--- src/rtl/bp_pkg.sv ---
// Shared types for the tournament branch predictor update scheduler.
// An in-flight entry holds everything needed to train the predictor at resolve time.
package bp_pkg;

  localparam int BP_IDX_W = 10;
  localparam int BP_DEPTH = 4;

  typedef struct packed {
    logic [BP_IDX_W-1:0] meta_idx;
    logic                pred_outcome;
    logic                pred_global;
    logic                pred_local;
    logic [BP_IDX_W-1:0] global_idx;
    logic [BP_IDX_W-1:0] local_idx;
  } bp_entry_t;

  typedef enum logic {
    RUN     = 1'b0,
    RECOVER = 1'b1
  } bp_state_e;

endpackage

--- src/rtl/bp_inflight_fifo.sv ---
// Circular buffer of in-flight predictions in program order.
// truncate pops the head and discards everything younger; clear empties the buffer.
module bp_inflight_fifo
  import bp_pkg::*;
#(
  parameter int DEPTH = BP_DEPTH,
  localparam int PTR_W = $clog2(DEPTH),
  localparam int CNT_W = PTR_W + 1
) (
  input  logic             clk,
  input  logic             rst,
  input  logic             push,
  input  bp_entry_t        push_data,
  input  logic             pop,
  input  logic             truncate,
  input  logic             clear,
  output bp_entry_t        head_data,
  output logic [CNT_W-1:0] count
);

  bp_entry_t        mem [DEPTH];
  logic [PTR_W-1:0] head;
  logic [PTR_W-1:0] tail;

  assign head_data = mem[head];

  always_ff @(posedge clk) begin
    if (rst || clear) begin
      head  <= '0;
      tail  <= '0;
      count <= '0;
    end else if (truncate) begin
      // The resolved head leaves and the younger wrong-path entries vanish with it.
      head  <= head + PTR_W'(1);
      tail  <= head + PTR_W'(1);
      count <= '0;
    end else begin
      if (push) tail <= tail + PTR_W'(1);
      if (pop)  head <= head + PTR_W'(1);
      case ({push, pop})
        2'b10:   count <= count + CNT_W'(1);
        2'b01:   count <= count - CNT_W'(1);
        default: count <= count;
      endcase
    end
  end

  always_ff @(posedge clk) begin
    if (push) mem[tail] <= push_data;
  end

endmodule

--- src/rtl/bp_update_scheduler.sv ---
// Issues fetch-time predictor reads, tracks in-flight predictions, and drives the
// single predictor write port when EX resolves the oldest branch.
module bp_update_scheduler
  import bp_pkg::*;
#(
  parameter int DEPTH = BP_DEPTH,
  parameter int IDX_W = BP_IDX_W,
  localparam int OCC_W = $clog2(DEPTH) + 1
) (
  input  logic             clk,
  input  logic             rst,
  input  logic             fetch_br_valid,
  input  logic [IDX_W-1:0] fetch_idx,
  output logic             fetch_stall,
  output logic             pred_read,
  output logic [IDX_W-1:0] pred_idx,
  input  logic             pred_outcome,
  input  logic             pred_global,
  input  logic             pred_local,
  input  logic [IDX_W-1:0] pred_global_idx,
  input  logic [IDX_W-1:0] pred_local_idx,
  input  logic             resolve_valid,
  input  logic             resolve_taken,
  output logic             resolve_mispredict,
  input  logic             flush,
  output logic             upd_write,
  output logic             upd_outcome,
  output logic [IDX_W-1:0] upd_idx,
  output logic             upd_global_pred,
  output logic             upd_local_pred,
  output logic [IDX_W-1:0] upd_global_idx,
  output logic [IDX_W-1:0] upd_local_idx,
  output logic [OCC_W-1:0] occupancy,
  output logic             err_sticky,
  output bp_state_e        state
);

  // Handshake: an allocation happens on the edge where pred_read is high and a pop
  // on the edge where resolve_valid meets a non-empty queue without flush; there is
  // no back-pressure on resolve, so a resolve with nothing in flight is an error.
  bp_state_e state_q;
  bp_state_e state_d;
  bp_entry_t head_entry;
  bp_entry_t new_entry;
  logic      full;
  logic      empty;
  logic      resolve_ok;

  assign state = state_q;
  assign empty = (occupancy == '0);
  assign full  = (occupancy == OCC_W'(DEPTH));

  assign fetch_stall        = full | (state_q == RECOVER);
  assign resolve_ok         = resolve_valid & ~empty & ~flush & ~rst;
  assign resolve_mispredict = resolve_ok & (head_entry.pred_outcome != resolve_taken);
  assign pred_read          = ~rst & fetch_br_valid & ~fetch_stall & ~flush & ~resolve_mispredict;
  assign pred_idx           = fetch_idx;

  always_comb begin
    new_entry              = '0;
    new_entry.meta_idx     = fetch_idx;
    new_entry.pred_outcome = pred_outcome;
    new_entry.pred_global  = pred_global;
    new_entry.pred_local   = pred_local;
    new_entry.global_idx   = pred_global_idx;
    new_entry.local_idx    = pred_local_idx;
  end

  bp_inflight_fifo #(.DEPTH(DEPTH)) u_fifo (
    .clk       (clk),
    .rst       (rst),
    .push      (pred_read),
    .push_data (new_entry),
    .pop       (resolve_ok),
    .truncate  (resolve_mispredict),
    .clear     (flush),
    .head_data (head_entry),
    .count     (occupancy)
  );

  always_comb begin
    state_d = state_q;
    if (flush)                     state_d = RUN;
    else if (state_q == RECOVER)   state_d = RUN;
    else if (resolve_mispredict)   state_d = RECOVER;
  end

  always_ff @(posedge clk) begin
    if (rst) state_q <= RUN;
    else     state_q <= state_d;
  end

  // A write registered before a flush still completes; flush only blocks new ones.
  always_ff @(posedge clk) begin
    if (rst) begin
      upd_write       <= 1'b0;
      upd_outcome     <= 1'b0;
      upd_idx         <= '0;
      upd_global_pred <= 1'b0;
      upd_local_pred  <= 1'b0;
      upd_global_idx  <= '0;
      upd_local_idx   <= '0;
      err_sticky      <= 1'b0;
    end else begin
      upd_write <= resolve_ok;
      if (resolve_ok) begin
        upd_outcome     <= resolve_taken;
        upd_idx         <= head_entry.meta_idx;
        upd_global_pred <= head_entry.pred_global;
        upd_local_pred  <= head_entry.pred_local;
        upd_global_idx  <= head_entry.global_idx;
        upd_local_idx   <= head_entry.local_idx;
      end
      if (resolve_valid && empty) err_sticky <= 1'b1;
    end
  end

endmodule

--- config.mk ---
export PLATFORM = sky130hd
export DESIGN_NAME = bp_update_scheduler
export DESIGN_NICKNAME = d
export VERILOG_FILES = /design/src/rtl/bp_pkg.sv /design/src/rtl/bp_inflight_fifo.sv /design/src/rtl/bp_update_scheduler.sv
export SDC_FILE = /design/constraint.sdc
export NUM_CORES = 1
export LEC_CHECK = 0
export ABC_CLOCK_PERIOD_IN_PS = 3540
export CAP_MARGIN = 20
export CORE_MARGIN = 1
export CORE_UTILIZATION = 50
export DETAILED_ROUTE_END_ITERATION = 10
export PLACE_DENSITY = 0.84
export RECOVER_POWER = 100
export SYNTH_ARGS = -nofsm -noshare
export SYNTH_HDL_FRONTEND = slang
export SYNTH_SLANG_ARGS = --single-unit
--- constraint.sdc ---
create_clock -name clk -period 3.54 [get_ports clk]
set_input_delay 0.708 -clock clk [delete_from_list [all_inputs] [get_ports clk]]
set_output_delay 0.708 -clock clk [all_outputs]
set_load 0.005 [all_outputs]
Word-level counts from Yosys, hierarchy flattened
Memory sizes are Yosys's and may differ from the RTL's. A register that Yosys moved wholly into a read port is not among the register bits.
Index checks and enable logic that the tools add are counted.
{"block": "op_classes", "n_reduce_logical": 8, "n_addsub": 4, "n_mux": 10, "n_eq_ne": 4, "bitwise": 14}
{"op": "2-to-1 mux 2 bit", "n": 6}
{"op": "AND 1 bit", "n": 8}
{"op": "case mux 3 bit (2 select lines)", "n": 1}
{"op": "nonzero test 2 bit", "n": 3}
{"op": "inverter 1 bit", "n": 5}
{"op": "adder 2 x 1 -> 2 bit (second input constant)", "n": 2}
{"op": "adder 3 x 1 -> 3 bit (second input constant)", "n": 1}
{"op": "== test 3 bit (second input constant)", "n": 1}
{"op": "logical NOT 3 bit", "n": 1}
{"op": "2-to-1 mux 1 bit", "n": 3}
{"op": "OR reduction 3 bit", "n": 1}
{"op": "subtractor 3 x 1 -> 3 bit (second input constant)", "n": 1}
{"op": "== test 2 x 1 -> 1 bit (second input constant)", "n": 1}
{"op": "== test 2 bit (second input constant)", "n": 1}
{"op": "OR reduction 2 bit", "n": 1}
{"op": "logical AND 1 bit", "n": 1}
{"op": "logical OR 1 bit", "n": 1}
{"op": "inequality test 1 bit", "n": 1}
{"op": "OR 1 bit", "n": 1}
{"block": "word_totals", "memories": 1, "inputBits": 39, "ram_bits": 132, "wordCells": 53, "out_inout_bits": 52, "ff_bits": 43}
{"name": "u_fifo.mem", "depth": 4, "word_bits": 33, "read_ports": 1, "rd_clocked_by_memory_dff": 1, "write_ports": 1, "line": "bp_inflight_fifo.sv:21", "rtl": "bp_entry_t mem [DEPTH];"}

Longest topological paths before layout
Gate-level depths: netlist (run 1).
{"block": "logic_depth", "depth_word": 10, "ltp_mapped": 13, "depth_no_buf": 12}

Hierarchy
Synthesis (run 1) repeated with hierarchy kept, for this count alone.
{"block": "hier_totals", "hier_cells": 393, "hier_area_um2": 6802.8}
{"mod": "bp_inflight_fifo", "area_per_inst_um2": 5258.8, "n_inst": 1, "cells_per_inst": 217, "seq_area_each_um2": 4144.0}
{"mod": "bp_update_scheduler", "area_per_inst_um2": 1544.0, "n_inst": 1, "cells_per_inst": 176, "seq_area_each_um2": 720.7}

Worst setup path after synthesis (run 1)
No wires, ideal clock.
{"block": "synth_timing", "path_type": "input to register", "start": "in rst", "end": "reg u_fifo.count[2]", "arrival_time_ps": 2611, "path_buffers": 3, "setup_slack_ps": 798, "cell_stages": 13, "t_required_ps": 3409, "path_cell_list": "clkbuf_1 -> nor2_1 -> nand2_2 -> inv_1 -> buf_4 -> buf_2 -> ha_1 -> inv_1 -> fa_1 -> xor2_1 -> nor2_1 -> xnor2_1 -> nor3_2"}
{"block": "synth_via", "elab_chain_len": 7, "word_cells_on_any_way": 14}
{"element": "from (decl)", "line": "bp_update_scheduler.sv:11", "rtl": "input logic rst,"}
{"element": "inverter 1 bit *", "line": "bp_update_scheduler.sv:54", "rtl": "assign resolve_ok = resolve_valid & ~empty & ~flush & ~rst;"}
{"element": "AND 1 bit *", "line": "bp_update_scheduler.sv:54"}
{"element": "named net resolve_ok", "line": "bp_update_scheduler.sv:47", "rtl": "logic resolve_ok;"}
{"element": "AND 1 bit", "line": "bp_update_scheduler.sv:55", "rtl": "assign resolve_mispredict = resolve_ok & (head_entry.pred_outcome != resolve_taken);"}
{"element": "inverter 1 bit", "line": "bp_update_scheduler.sv:56", "rtl": "assign pred_read = ~rst & fetch_br_valid & ~fetch_stall & ~flush & ~resolve_mispredict;"}
{"element": "AND 1 bit", "line": "bp_update_scheduler.sv:56"}
{"element": "== test 2 x 1 -> 1 bit or == test 2 bit (tied branches)", "line": "bp_inflight_fifo.sv:40", "rtl": "case ({push, pop})"}
{"element": "case mux 3 bit (2 select lines) or nonzero test 2 bit (tied branches)"}
{"element": "to (signal assigned)", "line": "bp_inflight_fifo.sv:41", "rtl": "2'b10: count <= count + CNT_W'(1);"}
{"element": "to (signal assigned)", "line": "bp_inflight_fifo.sv:42", "rtl": "2'b01: count <= count - CNT_W'(1);"}
{"element": "to (signal assigned)", "line": "bp_inflight_fifo.sv:43", "rtl": "default: count <= count;"}
{"element": "to (decl)", "line": "bp_inflight_fifo.sv:18", "rtl": "output logic [CNT_W-1:0] count"}
Mark *: on every way through the listed nets, which the timed path passes. The rest lies on a longest branch.
A chain may end at the register's enable or synchronous reset.

Worst setup path in the final report (run 1)
{"block": "layout_timing", "start": "in resolve_valid", "end": "out resolve_mispredict"}
{"block": "layout_via", "elab_chain_len": 4}
{"element": "from (decl)", "line": "bp_update_scheduler.sv:22", "rtl": "input logic resolve_valid,"}
{"element": "AND 1 bit (3 in a row)", "line": "bp_update_scheduler.sv:54"}
{"element": "AND 1 bit", "line": "bp_update_scheduler.sv:55"}
{"element": "to (decl)", "line": "bp_update_scheduler.sv:24", "rtl": "output logic resolve_mispredict,"}
No other way between the ends.

==> results.cfg, run 1 <==
[clocking]
clock_latency_ns = 0.42
clockBufferDepth = 2
clkTransAtPathRegs_ns = 0.06
cts_sinks = 177
cts.repair.resized = 0
cts_buffers = 17
htree_levels = 4
cts-root-buf = clkbuf_16
post_cts_buffers = 0
cts_tree = built
hold_buffers = 0

[timing]
layout_min_cycle_time_ns = 3.21
final.setup.tns_ns = 0
fmax_mhz = 312
rsz0062_at_grt = no
worstMarginPinSlew_ns = 1.64
fin_crit_sh_pct = 90.5
relSlewSlack_pct = -9.02
hold_viol = 0
setup_viol = 0
drv_slew = 35
setup_ws_ns = 0.335
skew_ns = 0.00808

[yosys]
synthFlopType = edfxtp_1
synth.distinct_cells = 32
synthArstFlopShare_pct = 0
synth_warnings = 0
synth_nets = 439
synthesis.area_mm2 = 0.00660
ys_ff_latch = 177
synth_cells = 394
syn_avg_cell_area_um2 = 16.8
synth_edf_count = 132
ys_seq_area_share_pct = 73.7

[pwr]
vdd_ir_drop_max_mv = 0.376
clkPwrFrac_pct = 42.9
p_leak_nw = 2.75
sw_frac_of_total_pct = 19.0
power_frac_seq_pct = 54.3
p_sw_w = 0.000788
intPower_w = 0.00336
share_comb_of_total_power_pct = 2.8
p_per_area_mw_per_mm2 = 508

[outcome]
violations = capacitance limit, slew limit
status = finished, violations left

[min_path]
whs_endpoint = upd_idx[0]$_SDFFE_PP0P_
whs_path_depth = 2
min_from = upd_idx[0]$_SDFFE_PP0P_
hp-class = reg -> reg

[worst_setup_path]
r2r_cells = 11
worst_path_most_repeated_cell = nand2_1
critPathKind = in -> out
reg2reg_slack_ns = 0.75
cp_data_arrival_time_ns = 2.50
crit_chain = dlygate4sd3_1, o31a_1, nand2_1, clkinv_1, nand2_1, inv_1, clkdlybuf4s50_1
worst_path_largest_cell_delay_ns = 0.55
cp_data_required_time_ns = 2.83
cp-start-kind = input port
crit_fanout = 4
cp_slowest_cell = dlygate4sd3_1
r2r-end = u_fifo.count[2]$_SDFFE_PP0P_
r2r_start = u_fifo.count[0]$_SDFFE_PP0P_
worstSetupEndpointType = primary output
path_buf_inv = 4
cp_top_family = buffers and inverters

[detailed_routing]
wl_um = 11600
dr.pass1.iters = 5
avgViaCountPerCell = 5.26
ant_nets = 0
wl_per_cell_um = 17.4
num_vias = 3511
route.detailed.drc = 0
drt-initial-drc-count = 177

[global_routing]
antenna_found_initial = 0
grt_overflow_total = 0
grt_max_degree = 36
grt_usage_pct = 19.1
grt_pass1_vias = 3527
grt_pass1_wl_um = 18200

[die]
num_rows = 41
core_mm2 = 0.0127
die_h_um = 117
io_pins = 91
fp.dieW_um = 117
initial_core_util_pct = 51.9
die-area_mm2 = 0.0137

[cells_and_area]
syn_to_final_growth_pct = 23.6
most-common-layout-cells = edfxtp_1 (132), dlygate4sd3_1 (85), nand2_1 (69)
num-fill-cells = 938
final_cells = 668
multi_input_area_mm2 = 0.00153
n_antenna_cell = 0
final_common_cell = edfxtp_1
seq_area_mm2 = 0.00487
fin_area_mm2 = 0.00816
finalNetCount = 528
drive_above_1_share_pct = 16.7

[placed_design]
placedCellCount = 636
postPlaceCellArea_mm2 = 0.00762
dp_hpwl_um = 7000
gp_congestion = 0.746
io_buffers = 90
place_ws_ns = 0.460

[job]
cap_violations = 1
Yosys cell counts, types with 2 or more instances:
| master | number | share of area, % |
|---|---|---|
| dfxtp_1 | 45 | 14 |
| edfxtp_1 | 132 | 60 |
| buf_2 | 6 | 0.45 |
| inv_1 | 8 | 0.45 |
| nand2_2 | 2 | 0.19 |
| nand2_1 | 67 | 3.8 |
| mux4_2 | 33 | 11 |
| a21oi_1 | 35 | 2.7 |
| xor2_1 | 3 | 0.40 |
| ha_1 | 5 | 0.95 |
| buf_4 | 11 | 1.3 |
| clkbuf_1 | 11 | 0.63 |
| nor3_1 | 2 | 0.15 |
| and2_1 | 4 | 0.38 |
| xnor2_1 | 4 | 0.53 |
| nor2_1 | 7 | 0.40 |
| nor3_2 | 3 | 0.45 |
| a31o_1 | 2 | 0.27 |
per-stage QoR:
stage	total power, W	hold WS (ns)	utilization, %
3_5_place_dp	0.00242	0.448	59.9
3_3_place_gp	0.00242	0.444	59.9
5_1_grt	0.00427	0.469	64.1
4_1_cts	0.00419	0.457	64.4
2_1_floorplan	0.00234	0.451	-
6_report	0.00414	0.451	64.1
worst min-delay path, delay by kind of cell, from the launching register on:
kind	cells	cell delay [ns]
AOI/OAI and AO/OA	1	0.05
DFF	1	0.30
and+or+nand+nor	1	0.05
state kept, by name (all words and copies together) (netlist names), 2 cells and up, named ones only:
signal          count
u_fifo.head         2
u_fifo.tail         2
upd_local_idx      10
u_fifo.count        3
u_fifo.mem        132
upd_idx            10
upd_global_idx     10
per-layer routing:
metal / GRT usage [%] / wire length, um / part of all wire, % / vias to the layer above
li1: - / - / - / 1633
met3: 5.10 / 581 / 5.0 / 17
met4: 9.11 / 237 / 2.0 / 0
met5: 0 / 0 / 0 / -
met2: 31.2 / 5820 / 50 / 104
met1: 23.8 / 4980 / 43 / 1757
cell type report:
cell class / instances / area share (%)
flip-flops and latches: 177 / 59.6
multi-input cells: 178 / 18.7
repair buffers: 100 / 11.6
clock buffers: 21 / 5.52
well taps: 172 / 2.64
clock inverters: 11 / 1.41
inverters: 9 / 0.414
worst max-delay path by stage:
| stage | from | endpoint | slack (ns) | depth (start not counted) |
|---|---|---|---|---|
| floorplan | rst | u_fifo.count[2]$_SDFFE_PP0P_ | 0.80 | 13 |
| global placement | flush | pred_read | 0.51 | 5 |
| detailed placement | flush | pred_read | 0.46 | 5 |
| CTS | flip-flop | resolve_mispredict | 0.41 | 5 |
| global route | resolve_valid | u_fifo.count[2]$_SDFFE_PP0P_ | 0.19 | 12 |
| finish | resolve_valid | resolve_mispredict | 0.33 | 7 |
kinds of logic (layout without fill, tap and decap cells):
group / Yosys count / count (layout) / share of synthesized area [%]
AO/OA/AOI/OAI: 40 / 40 / 3.43
XOR/XNOR: 8 / 8 / 1.18
adder cells (fa/ha/maj): 6 / 6 / 1.25
buffers and inverters: 39 / 141 / 3.07
flip-flops: 177 / 177 / 73.7
multiplexers: 34 / 34 / 11.4
AND/OR/NAND/NOR: 90 / 90 / 5.95
power by group through the flow:
stage                     combinational (W)  sequential, W  clock, W
after floorplan                   0.0000511        0.00229         0
after global placement             0.000127        0.00229         0
after detailed placement           0.000131        0.00229         0
after CTS                          0.000132        0.00225   0.00181
after global routing               0.000129        0.00225   0.00189
final                              0.000118        0.00225   0.00178
(Power assumes the default switching activity.)
==> run 2, diff against run 1 <==
CORE_ASPECT_RATIO = 1.1   (was default)
==> run 2 against run 1 <==
The flow finishes with violations (DRC, capacitance limit, slew limit). Largest power group unchanged. Final area increased by 0.37%. Sequential power about the same. Routed wire length increased by 5.7%. First-iteration DRC count increased by 6.2%. Count of clock-buffer cells in the layout decreased by 4. Sequential cell count unchanged. Die area about the same. Combinational power increased by 3%. Core utilization increased by 0.091 points. Critical path depth decreased by 2. Highest routed layer unchanged. Clock power decreased by 3%.
==> results.cfg, run 2 (same netlist as run 1, synthesis figures left out) <==
[die]
initial_core_util_pct = 51.8
num_rows = 43
fp.dieW_um = 112
io_pins = 91
die-area_mm2 = 0.0137
die_h_um = 123
core_mm2 = 0.0128

[detailed_routing]
wl_um = 12300
drt-initial-drc-count = 188
wl_per_cell_um = 18.8
ant_nets = 0
dr.pass1.iters = 7
route.detailed.drc = 5
avgViaCountPerCell = 5.37
num_vias = 3504

[worst_setup_path]
worst_path_largest_cell_delay_ns = 0.62
critPathKind = in -> out
cp_data_arrival_time_ns = 2.62
r2r_cells = 5
worst_path_most_repeated_cell = dlygate4sd3_1
cp_slowest_cell = dlygate4sd3_1
r2r_start = u_fifo.mem[3][22]$_DFFE_PP_
worstSetupEndpointType = primary output
cp_data_required_time_ns = 2.83
r2r-end = u_fifo.mem[3][23]$_DFFE_PP_
crit_chain = dlygate4sd3_1, nor2_1, nand4b_1, a21oi_4, dlygate4sd3_1
crit_fanout = 6
reg2reg_slack_ns = 0.63
cp-start-kind = input port

[clocking]
cts-root-buf = clkbuf_16
cts_buffers = 17
cts_sinks = 177
clock_latency_ns = 0.43
post_cts_buffers = 0
htree_levels = 4
cts.repair.resized = 0
cts_tree = built
clkTransAtPathRegs_ns = 0.06
hold_buffers = 0
clockBufferDepth = 2

[pwr]
p_sw_w = 0.000880
vdd_ir_drop_max_mv = 0.432
power_frac_seq_pct = 54.8
p_leak_nw = 2.75
power_w = 0.00410
share_comb_of_total_power_pct = 3.0
p_per_area_mw_per_mm2 = 501
intPower_w = 0.00322
clkPwrFrac_pct = 42.2
sw_frac_of_total_pct = 21.5

[cells_and_area]
final_common_cell = edfxtp_1
finalNetCount = 528
most-common-layout-cells = edfxtp_1 (132), dlygate4sd3_1 (86), nand2_1 (68)
final_cells = 653
largest_reg_flops = 132
syn_to_final_growth_pct = 24.1
top_register = u_fifo.mem
drive_above_1_share_pct = 17.3
fin_area_mm2 = 0.00819
n_antenna_cell = 0

[global_routing]
grt_pass1_vias = 3721
grt_max_degree = 36
grt_pass1_wl_um = 19700
grt_overflow_total = 0
antenna_found_initial = 0
grt_usage_pct = 19.8

[placed_design]
postPlaceCellArea_mm2 = 0.00766
dp_hpwl_um = 7610
placedCellCount = 621
io_buffers = 90
gp_congestion = 0.781

[timing]
fin_crit_sh_pct = 94.0
worstMarginPinSlew_ns = 1.62
drv_slew = 35
fmax_mhz = 300
setup_viol = 0
hold_viol = 0
rsz0062_at_grt = no
hold_ws_ns = 0.450
relSlewSlack_pct = -7.79
skew_ns = 0.00724
layout_min_cycle_time_ns = 3.33
final.setup.tns_ns = 0

[min_path]
whs_path_depth = 2
whs_endpoint = upd_idx[5]$_SDFFE_PP0P_
hp-class = reg -> reg
min_from = upd_idx[5]$_SDFFE_PP0P_

[job]
cap_violations = 1

[outcome]
status = finished, violations left
violations = DRC, capacitance limit, slew limit
## run 2: layout make-up
class / count / area [um2]
Tap cell: 157 / 196
Multi-Input combinational cell: 178 / 1530
Sequential cell: 177 / 4870
Timing Repair Buffer: 100 / 1010
Clock buffer: 17 / 425
Fill cell: 895 / 4560
Inverter: 9 / 33.8
Clock inverter: 15 / 124
## run 2: power by group through the flow
stage,clock network [W],logic [W],registers [W]
final,0.00173,0.000122,0.00225
after global routing,0.00184,0.000133,0.00225
after CTS,0.00176,0.000135,0.00225
after detailed placement,0,0.000134,0.00229
after global placement,0,0.000130,0.00229
after floorplan,0,0.0000511,0.00229
## run 2: worst max-delay path by stage
| stage | from | to | slack (ns) | cells past startpoint |
|---|---|---|---|---|
| 6_report | flush | pred_read | 0.21 | 5 |
| 2_1_floorplan | rst | u_fifo.count[2]$_SDFFE_PP0P_ | 0.80 | 13 |
| 3_3_place_gp | resolve_valid | resolve_mispredict | 0.45 | 7 |
| 3_5_place_dp | resolve_valid | resolve_mispredict | 0.39 | 7 |
| 4_1_cts | resolve_valid | resolve_mispredict | 0.38 | 7 |
| 5_1_grt | resolve_valid | resolve_mispredict | 0.16 | 7 |
## run 2: stage by stage
stage,utilization [%],setup WS (ns)
after floorplan,-,0.798
after global placement,60.0,0.454
after detailed placement,60.0,0.389
after CTS,64.4,0.383
after global routing,64.2,0.160
final,64.2,0.212
## run 2: worst max-delay path, delay by kind of cell
| family | cells | cell delay, ns |
|---|---|---|
| buf+inv | 2 | 1.18 |
| compound gates | 1 | 0.28 |
| simple gates | 2 | 0.46 |
## run 2: layer usage
metal  routed length [um]  vias to the layer above  part of all wire, %  global-route usage, %
met4                  223                        0                  1.8                   9.88
met2                 6430                      106                   52                   33.8
met5                    0                        -                    0                      0
met1                 5040                     1741                   41                   24.2
met3                  593                       21                  4.8                   4.49
li1                     -                     1636                    -                      -
==> run 3, diff against run 2 <==
CTS_CLUSTER_SIZE = 25   (was default)
==> results of run 3 <==
Same layout as run 2: the final DEF is identical, and so are final timing and power.
